**src/rtl/ps2_host_tx_ctrl.sv**
```systemverilog
// PS/2 host-to-device transmit controller with an APB register interface.
// Drives open-drain pull-down enables for ps2_clk/ps2_data and checks the device acknowledge.
module ps2_host_tx_ctrl #(
  parameter int INHIBIT_CYCLES = 5000,
  parameter int TIMEOUT_CYCLES = 1000000,
  parameter int CNT_W          = 20
) (
  input  logic        clock,
  input  logic        reset,
  input  logic [31:0] in_paddr,
  input  logic        in_psel,
  input  logic        in_penable,
  input  logic [2:0]  in_pprot,
  input  logic        in_pwrite,
  input  logic [31:0] in_pwdata,
  input  logic [3:0]  in_pstrb,
  output logic        in_pready,
  output logic [31:0] in_prdata,
  output logic        in_pslverr,
  input  logic        ps2_clk,
  input  logic        ps2_data,
  output logic        ps2_clk_oe,
  output logic        ps2_data_oe
);

  // state   | meaning
  // IDLE    | lines released, waiting for a TXDATA write
  // INHIBIT | ps2_clk held low for INHIBIT_CYCLES
  // RTS     | clock released, start bit driven, counters cleared
  // SHIFT   | data/parity/stop placed on each device clock falling edge
  // ACK     | device acknowledge sampled on the next falling edge
  typedef enum logic [2:0] {S_IDLE, S_INHIBIT, S_RTS, S_SHIFT, S_ACK} state_t;

  localparam logic [CNT_W-1:0] LP_INH_LAST = CNT_W'(INHIBIT_CYCLES - 1);
  localparam logic [CNT_W-1:0] LP_TO_LAST  = CNT_W'(TIMEOUT_CYCLES - 1);

  state_t           r_state, w_state_nxt;
  logic [CNT_W-1:0] r_cnt, w_cnt_nxt;
  logic [3:0]       r_bit_cnt, w_bit_nxt;
  logic             r_clk_oe, w_clk_oe_nxt;
  logic             r_data_oe, w_data_oe_nxt;
  logic [7:0]       r_data;
  logic             r_parity;
  logic             r_done, r_err;
  logic             r_clk_s1, r_clk_s2, r_clk_s3;
  logic             r_dat_s1, r_dat_s2;

  logic w_fe, w_busy, w_access, w_wr, w_sel_tx, w_sel_st;
  logic w_wr_tx, w_clr_done, w_clr_err;
  logic w_load, w_set_done, w_set_err;
  logic w_unused;

  assign w_unused = ^{in_pprot, in_pstrb, in_paddr[31:4], in_paddr[1:0], in_pwdata[31:8]};

  assign w_fe       = r_clk_s3 & ~r_clk_s2;
  assign w_busy     = (r_state != S_IDLE);
  assign w_access   = in_psel & in_penable;
  assign w_wr       = w_access & in_pwrite;
  assign w_sel_tx   = (in_paddr[3:2] == 2'd0);
  assign w_sel_st   = (in_paddr[3:2] == 2'd1);
  assign w_wr_tx    = w_wr & w_sel_tx & ~w_busy;
  assign w_clr_done = w_wr & w_sel_st & in_pwdata[1];
  assign w_clr_err  = w_wr & w_sel_st & in_pwdata[2];

  assign in_pready   = w_access;
  assign in_pslverr  = w_wr & w_sel_tx & w_busy;
  assign ps2_clk_oe  = r_clk_oe;
  assign ps2_data_oe = r_data_oe;

  always_comb begin
    in_prdata = '0;
    if (in_psel) begin
      case (in_paddr[3:2])
        2'd0:    in_prdata = {24'h0, r_data};
        2'd1:    in_prdata = {29'h0, r_err, r_done, w_busy};
        default: in_prdata = '0;
      endcase
    end
  end

  always_ff @(posedge clock) begin
    if (reset) begin
      r_state   <= S_IDLE;
      r_cnt     <= '0;
      r_bit_cnt <= '0;
      r_clk_oe  <= 1'b0;
      r_data_oe <= 1'b0;
    end else begin
      r_state   <= w_state_nxt;
      r_cnt     <= w_cnt_nxt;
      r_bit_cnt <= w_bit_nxt;
      r_clk_oe  <= w_clk_oe_nxt;
      r_data_oe <= w_data_oe_nxt;
    end
  end

  always_comb begin
    w_state_nxt   = r_state;
    w_cnt_nxt     = r_cnt;
    w_bit_nxt     = r_bit_cnt;
    w_clk_oe_nxt  = r_clk_oe;
    w_data_oe_nxt = r_data_oe;
    w_load        = 1'b0;
    w_set_done    = 1'b0;
    w_set_err     = 1'b0;
    case (r_state)
      S_IDLE: begin
        w_clk_oe_nxt  = 1'b0;
        w_data_oe_nxt = 1'b0;
        if (w_wr_tx) begin
          w_load       = 1'b1;
          w_state_nxt  = S_INHIBIT;
          w_cnt_nxt    = '0;
          w_clk_oe_nxt = 1'b1;
        end
      end
      S_INHIBIT: begin
        if (r_cnt == LP_INH_LAST) begin
          w_state_nxt   = S_RTS;
          w_cnt_nxt     = '0;
          w_clk_oe_nxt  = 1'b0;
          w_data_oe_nxt = 1'b1;
        end else begin
          w_cnt_nxt = r_cnt + 1'b1;
        end
      end
      S_RTS: begin
        w_bit_nxt   = '0;
        w_cnt_nxt   = '0;
        w_state_nxt = S_SHIFT;
      end
      S_SHIFT, S_ACK: begin
        if (w_fe) begin
          w_cnt_nxt = '0;
          if (r_state == S_SHIFT) begin
            // r_bit_cnt holds n-1 for the n-th falling edge
            w_bit_nxt = r_bit_cnt + 4'd1;
            if (r_bit_cnt < 4'd8) begin
              w_data_oe_nxt = ~r_data[r_bit_cnt[2:0]];
            end else if (r_bit_cnt == 4'd8) begin
              w_data_oe_nxt = ~r_parity;
            end else begin
              w_data_oe_nxt = 1'b0;
              w_state_nxt   = S_ACK;
            end
          end else begin
            w_set_done    = ~r_dat_s2;
            w_set_err     = r_dat_s2;
            w_clk_oe_nxt  = 1'b0;
            w_data_oe_nxt = 1'b0;
            w_state_nxt   = S_IDLE;
          end
        end else if (r_cnt == LP_TO_LAST) begin
          w_set_err     = 1'b1;
          w_clk_oe_nxt  = 1'b0;
          w_data_oe_nxt = 1'b0;
          w_state_nxt   = S_IDLE;
        end else begin
          w_cnt_nxt = r_cnt + 1'b1;
        end
      end
      default: begin
        w_state_nxt   = S_IDLE;
        w_clk_oe_nxt  = 1'b0;
        w_data_oe_nxt = 1'b0;
      end
    endcase
  end

  // Hardware set of done/err takes priority over any clear in the same cycle.
  always_ff @(posedge clock) begin
    if (reset) begin
      r_clk_s1 <= 1'b1;
      r_clk_s2 <= 1'b1;
      r_clk_s3 <= 1'b1;
      r_dat_s1 <= 1'b1;
      r_dat_s2 <= 1'b1;
      r_data   <= '0;
      r_parity <= 1'b0;
      r_done   <= 1'b0;
      r_err    <= 1'b0;
    end else begin
      r_clk_s1 <= ps2_clk;
      r_clk_s2 <= r_clk_s1;
      r_clk_s3 <= r_clk_s2;
      r_dat_s1 <= ps2_data;
      r_dat_s2 <= r_dat_s1;
      if (w_load) begin
        r_data   <= in_pwdata[7:0];
        r_parity <= ~^in_pwdata[7:0];
      end
      r_done <= w_set_done | (r_done & ~w_clr_done & ~w_load);
      r_err  <= w_set_err  | (r_err  & ~w_clr_err  & ~w_load);
    end
  end

endmodule
```
**config.mk**
```make
export PLATFORM = sky130hd
export DESIGN_NAME = ps2_host_tx_ctrl
export DESIGN_NICKNAME = d
export VERILOG_FILES = /design/src/rtl/ps2_host_tx_ctrl.sv
export SDC_FILE = /design/constraint.sdc
export NUM_CORES = 1
export LEC_CHECK = 0
export BUFFER_PORTS_ARGS = -buffer_cell sky130_fd_sc_hd__buf_4
export CAP_MARGIN = 40
export CORE_AREA = 5 5 79 95
export CTS_BUF_LIST = sky130_fd_sc_hd__clkbuf_8
export DETAILED_ROUTE_END_ITERATION = 8
export DIE_AREA = 0 0 84 100
export GPL_TIMING_DRIVEN = 0
export HOLD_SLACK_MARGIN = 0.02
export PLACE_DENSITY = 0.75
export SYNTH_ARGS = -nofsm -noshare
export SYNTH_HDL_FRONTEND = slang
export SYNTH_SLANG_ARGS = --single-unit
```
**constraint.sdc**
```tcl
create_clock -name clock -period 2 [get_ports clock]
set_input_delay 0.1 -clock clock [delete_from_list [all_inputs] [get_ports clock]]
set_output_delay 0.1 -clock clock [all_outputs]
set_load 0.005 [all_outputs]
```
* Word-level counts from Yosys, hierarchy flattened
Index checks and enable logic that the tools add are counted.
** Word-level totals
- Input port bits :: 78
- Output and inout port bits :: 36
- Register bits :: 45
- Logic and storage cells :: 111
** Cells by class
- Order comparisons :: 2
- Add/sub/neg operators :: 2
- Equality and inequality tests :: 17
- Reductions and logical operators :: 12
- Bitwise gates (word level) :: 24
- Muxes and demuxes :: 40
** Operator list (number)
- $mux 20 :: 4
- $pmux 20 s4 :: 1
- $mux 3 :: 7
- $add 20x1->20 const B :: 1
- $eq 20x13->1 const B :: 1
- $eq 20x20->1 const B :: 1
- $mux 1 :: 19
- $pmux 8 s2 :: 1
- $and 1x1->1 :: 13
- $pmux 3 s4 :: 1
- $ne 3x3->1 const B :: 3
- $not 1->1 :: 9
- $reduce_and 3->1 :: 3
- $mux 4 :: 2
- $mux 8 :: 1
- $ne 2x2->1 const B :: 4
- $ne 4x4->1 const B :: 2
- $pmux 4 s2 :: 1
- $reduce_xnor 8->1 :: 1
- $eq 3x2->1 const B :: 2
- $reduce_and 5->1 :: 1
- $add 4x1->4 const B :: 1
- $eq 4x4->1 const B :: 1
- $lt 3x4->1 const B :: 1
- other kinds (15) :: 16

* Longest topological paths before layout
- Word-level depth :: 9
- Mapped depth :: 8
- Mapped depth without buffers :: 7

* Least setup slack after synthesis
No wires, ideal clock.
- Path type :: register -> register
- From :: reg r_cnt[3]
- To :: reg r_state[2]
- Data required time :: 1877 ps
- Library setup time :: 123 ps
- Arrival time :: 1795 ps
- Cell stages (with the launch flop) :: 6
- Period minus slack after synthesis :: 1919 ps
- Setup slack :: 81 ps
- Cells stage by stage :: dfxtp_1 > or4_4 > nor4_4 > o211ai_2 > a21oi_2 > mux2_1
** On the way
- Longest elaborated chain between the ends :: 3
- Elaborated cells between the ends (all ways) :: 5
** Ends and longest elaborated chain
- start, declared :: RTL line 38 : logic [CNT_W-1:0] r_cnt, w_cnt_nxt;
- start signal, assigned :: RTL line 90 : r_cnt <= w_cnt_nxt;
- $eq 20x20->1 or $eq 20x13->1 (tied branches) :: RTL line 153, 118
- $ne 3x3->1 (no line) or $ne 2x2->1 (tied branches)
- $reduce_and 5->1 (no line) *
- end signal, assigned :: RTL line 89 : r_state <= w_state_nxt;
- end, declared :: RTL line 37 : state_t r_state, w_state_nxt;
Every way passes the cells marked *; elsewhere a longest branch is shown, timed or not.
A chain may end at the register's enable or synchronous reset.

* Final worst setup path
Same ends and word-level chain as after synthesis.

==> metrics.cfg <==
[status]
run_status=complete, but fails checks
violations=setup timing

[critical_path]
cpPeakStageDelay_ns=0.52
critical_path.startpoint_type=register
path_cells=or4_4, nor4_4, o211ai_4, a21oi_2, mux2_4
cp.required_ns=2.19
path_class=reg -> reg
critPathArrivalTime_ns=2.26
cp-end-kind=register
critPathSlowestCell=or4_4
worst-path-max-fanout=5
critical-path-top-delay-family=simple AND/OR/NAND/NOR gates
worstPathBufferInverterCount=0

[drt]
drc=0
detail_route.iter0.violations=180
num_vias=2714
wl_per_cell_um=14.7
finalWirelength_um=7310
post_drt_via_cell_ratio=5.47
drtAntennaViolNets=0
detail_route.first_pass.iterations=5

[die]
core.rowCount=32
floorplan.initialDensity=0.429
fp.dieH_um=100
die_w_um=84
die_area_um2=8400
io-pin-count=114
floorplan.core_area_um2=6410

[yosys]
synth_top_cell_area_share=0.328
post_synth.cell_area_avg_um2=8.18
ys_async_sr_fraction=0
synth_enable_flop_cells=0
netlist.top_cell.by_area=dfxtp_1
postSynthCellCount=336
synth.area.top_cells=dfxtp_1, buf_4, nand2_1
sequential_fraction_of_the_synthesis_area=0.328
synth_cell_types=60
yosys_warnings=0
synth.cell_area_um2=2750
synth_top_flop_cell=dfxtp_1
count_leader_synth=dfxtp_1
commonest_cells_post_synth=dfxtp_1, nand2_1, a21oi_1, buf_4, nor2_1
yosys_register_bits=45

[power_and_ir_drop]
p_seq_frac=0.357
power.net_switching_mw=0.970
total_leakage_power_nw=1.35
power_density_over_the_cells_nw_per_um2=770
p_comb_frac=0.388
power.switching_fraction=0.349
share_clk_of_total_power=0.255
power.internal_mw=1.81
worst_ir_drop_vdd_mv=0.502

[global_routing]
number_of_antenna_violations_at_the_first_check_in_global_routing=0
overflow=0
grt_start_max_net_pins=15
grt_pass1_wl_um=11600
first_global_vias=2570
groute.usage.overall=0.163

[sta]
achievable-frequency_ghz=0.484
timing.final.hold_violations=0
unrepaired_setup_endpoints_after_global_routing=yes
post-route-worst-setup-slack_ns=-0.0674
report.final.slew_viol_count=0
final_worst_path_period_share=1.03
skew_ns=0.0159
min_period_ns=2.07
final_setup_violating_endpoints=4

[final_layout]
post_route_cells_drive_above_1_share=0.348
finalNetCount=492
multiInputGateArea_um2=1800
seqCellArea_um2=920
num_antenna_cells=0
area_delta_synth_final_pct=31.2
utilization=0.563
n_fill_cell=570

[clocking]
tritoncts=done
worstSkewPairLatency_ns=0.31
cts-root-to-sink-buffers=2
clock-sinks=45
clock-root-buffer=clkbuf_8
tritoncts_buffers=5
clock_tree.htree_level_count=2
worst_setup_hold_path_clk_slew_ns=0.10

[place]
dpl_worst_slack_ns=-0.199
place_hpwl_um=5070
globalplace.congestion=0.918
buffer_ports.inserted=28

[run]
maxCapViolCount=0

[worst_hold_path]
hold_class=in -> reg

==> cell type report <==
type | instances | area share
well taps | 85 | 0.0295
multi-input cells | 266 | 0.499
flip-flops and latches | 45 | 0.255
clock inverters | 3 | 0.0118
inverters | 7 | 0.00728
plain buffers | 39 | 0.0801
repair buffers | 46 | 0.0985
clock buffers | 5 | 0.0191
==> layer usage <==
layer,global-route usage,vias up,part of all wire
li1,-,1324,-
met1,0.201,1289,0.43
met2,0.288,89,0.51
met3,0.0271,12,0.051
met4,0.0569,0,0.016
met5,0,-,0
==> kinds of logic after synthesis <==
group | count (synthesis) | share of synthesized area
buffers and inverters | 48 | 0.105
AO/OA/AOI/OAI | 76 | 0.188
other | 1 | 0.00136
flip-flops | 45 | 0.328
multiplexers | 7 | 0.0350
XOR/XNOR | 9 | 0.0287
AND/OR/NAND/NOR | 146 | 0.296
adder cells (fa/ha/maj) | 4 | 0.0182
==> path summary, 6_finish.rpt <==
path	startpoint	to	slack, ns	cells after the start
hold / removal	in_pwdata[6]	r_data[6]	0.05	3
setup reg to reg	r_cnt[3]	r_state[2]	-0.07	5
setup / recovery	r_cnt[3]	r_state[2]	-0.07	5
hold reg to reg	r_clk_s1	r_clk_s2	0.42	1
==> worst register-to-register path, stage by stage, from the launching register on <==
cell and delay (ns):
dfxtp_4 0.37, or4_4 0.52, nor4_4 0.40, o211ai_4 0.15, a21oi_2 0.20, mux2_4 0.31
==> layout by cell type, fill, tap and decap left out, types with 3 or more instances in the layout <==
cell	Yosys	layout
buf_6	1	7
and2_1	8	8
buf_4	26	65
nand2_1	44	43
ha_1	4	3
o31ai_1	12	12
dfxtp_2	0	12
or3_1	3	3
inv_1	6	7
nor3_1	6	4
dfxtp_1	45	32
conb_1	1	24
clkbuf_8	0	6
nand3_1	10	9
a21o_1	6	6
o21ai_0	7	7
buf_2	3	3
or4_1	12	12
nor2_1	18	18
a211oi_1	3	3
nand4_1	8	8
clkbuf_1	11	5
nand2b_1	4	4
a21oi_2	1	14
mux2i_1	4	4
a31oi_1	4	4
a21oi_1	26	13
xnor2_1	7	7
nand3b_1	5	5
o221ai_1	3	3
or2_2	7	7
==> sequential cells by signal, summed over array words and instances (netlist names) <==
register	flops
ps2_clk_oe	1
ps2_data_oe	1
r_bit_cnt	4
r_clk_s1	1
r_clk_s2	1
r_clk_s3	1
r_cnt	20
r_dat_s1	1
r_dat_s2	1
r_data	8
r_done	1
r_err	1
r_parity	1
r_state	3
==> power by group through the flow <==
stage | Combinational, mW | Sequential, mW | Clock [mW]
final | 1.08 | 0.991 | 0.710
after global routing | 1.14 | 0.998 | 0.748
after CTS | 0.884 | 0.991 | 0.706
after detailed placement | 0.781 | 1.01 | 0
after global placement | 0.761 | 1.00 | 0
after floorplan | 0.578 | 0.996 | 0
==> what timing repair did <==
| action | 4_1_cts | 5_1_grt |
|---|---|---|
| setup endpoints to repair | 34 | 34 |
| hold endpoints to repair | 2 | 0 |
| pin swaps | 6 | 12 |
| hold buffers | 2 | 0 |
| setup buffers | 6 | 8 |
| resized for setup | 25 | 39 |
| gates cloned | 0 | 2 |
==> stage by stage <==
step | area (µm²) | setup TNS, ns | power [mW] | hold slack, ns | instances
after floorplan | 2840 | 0 | 1.57 | 0.204 | 359
after global placement | 3150 | -1.92 | 1.76 | 0.286 | 472
after detailed placement | 3150 | -2.84 | 1.79 | 0.288 | 472
after CTS | 3410 | -0.392 | 2.58 | 0.0577 | 487
after global routing | 3610 | -1.15 | 2.88 | 0.0570 | 496
final | 3610 | -0.0892 | 2.78 | 0.0537 | 496
No activity file was read; power rests on OpenSTA's default activity.
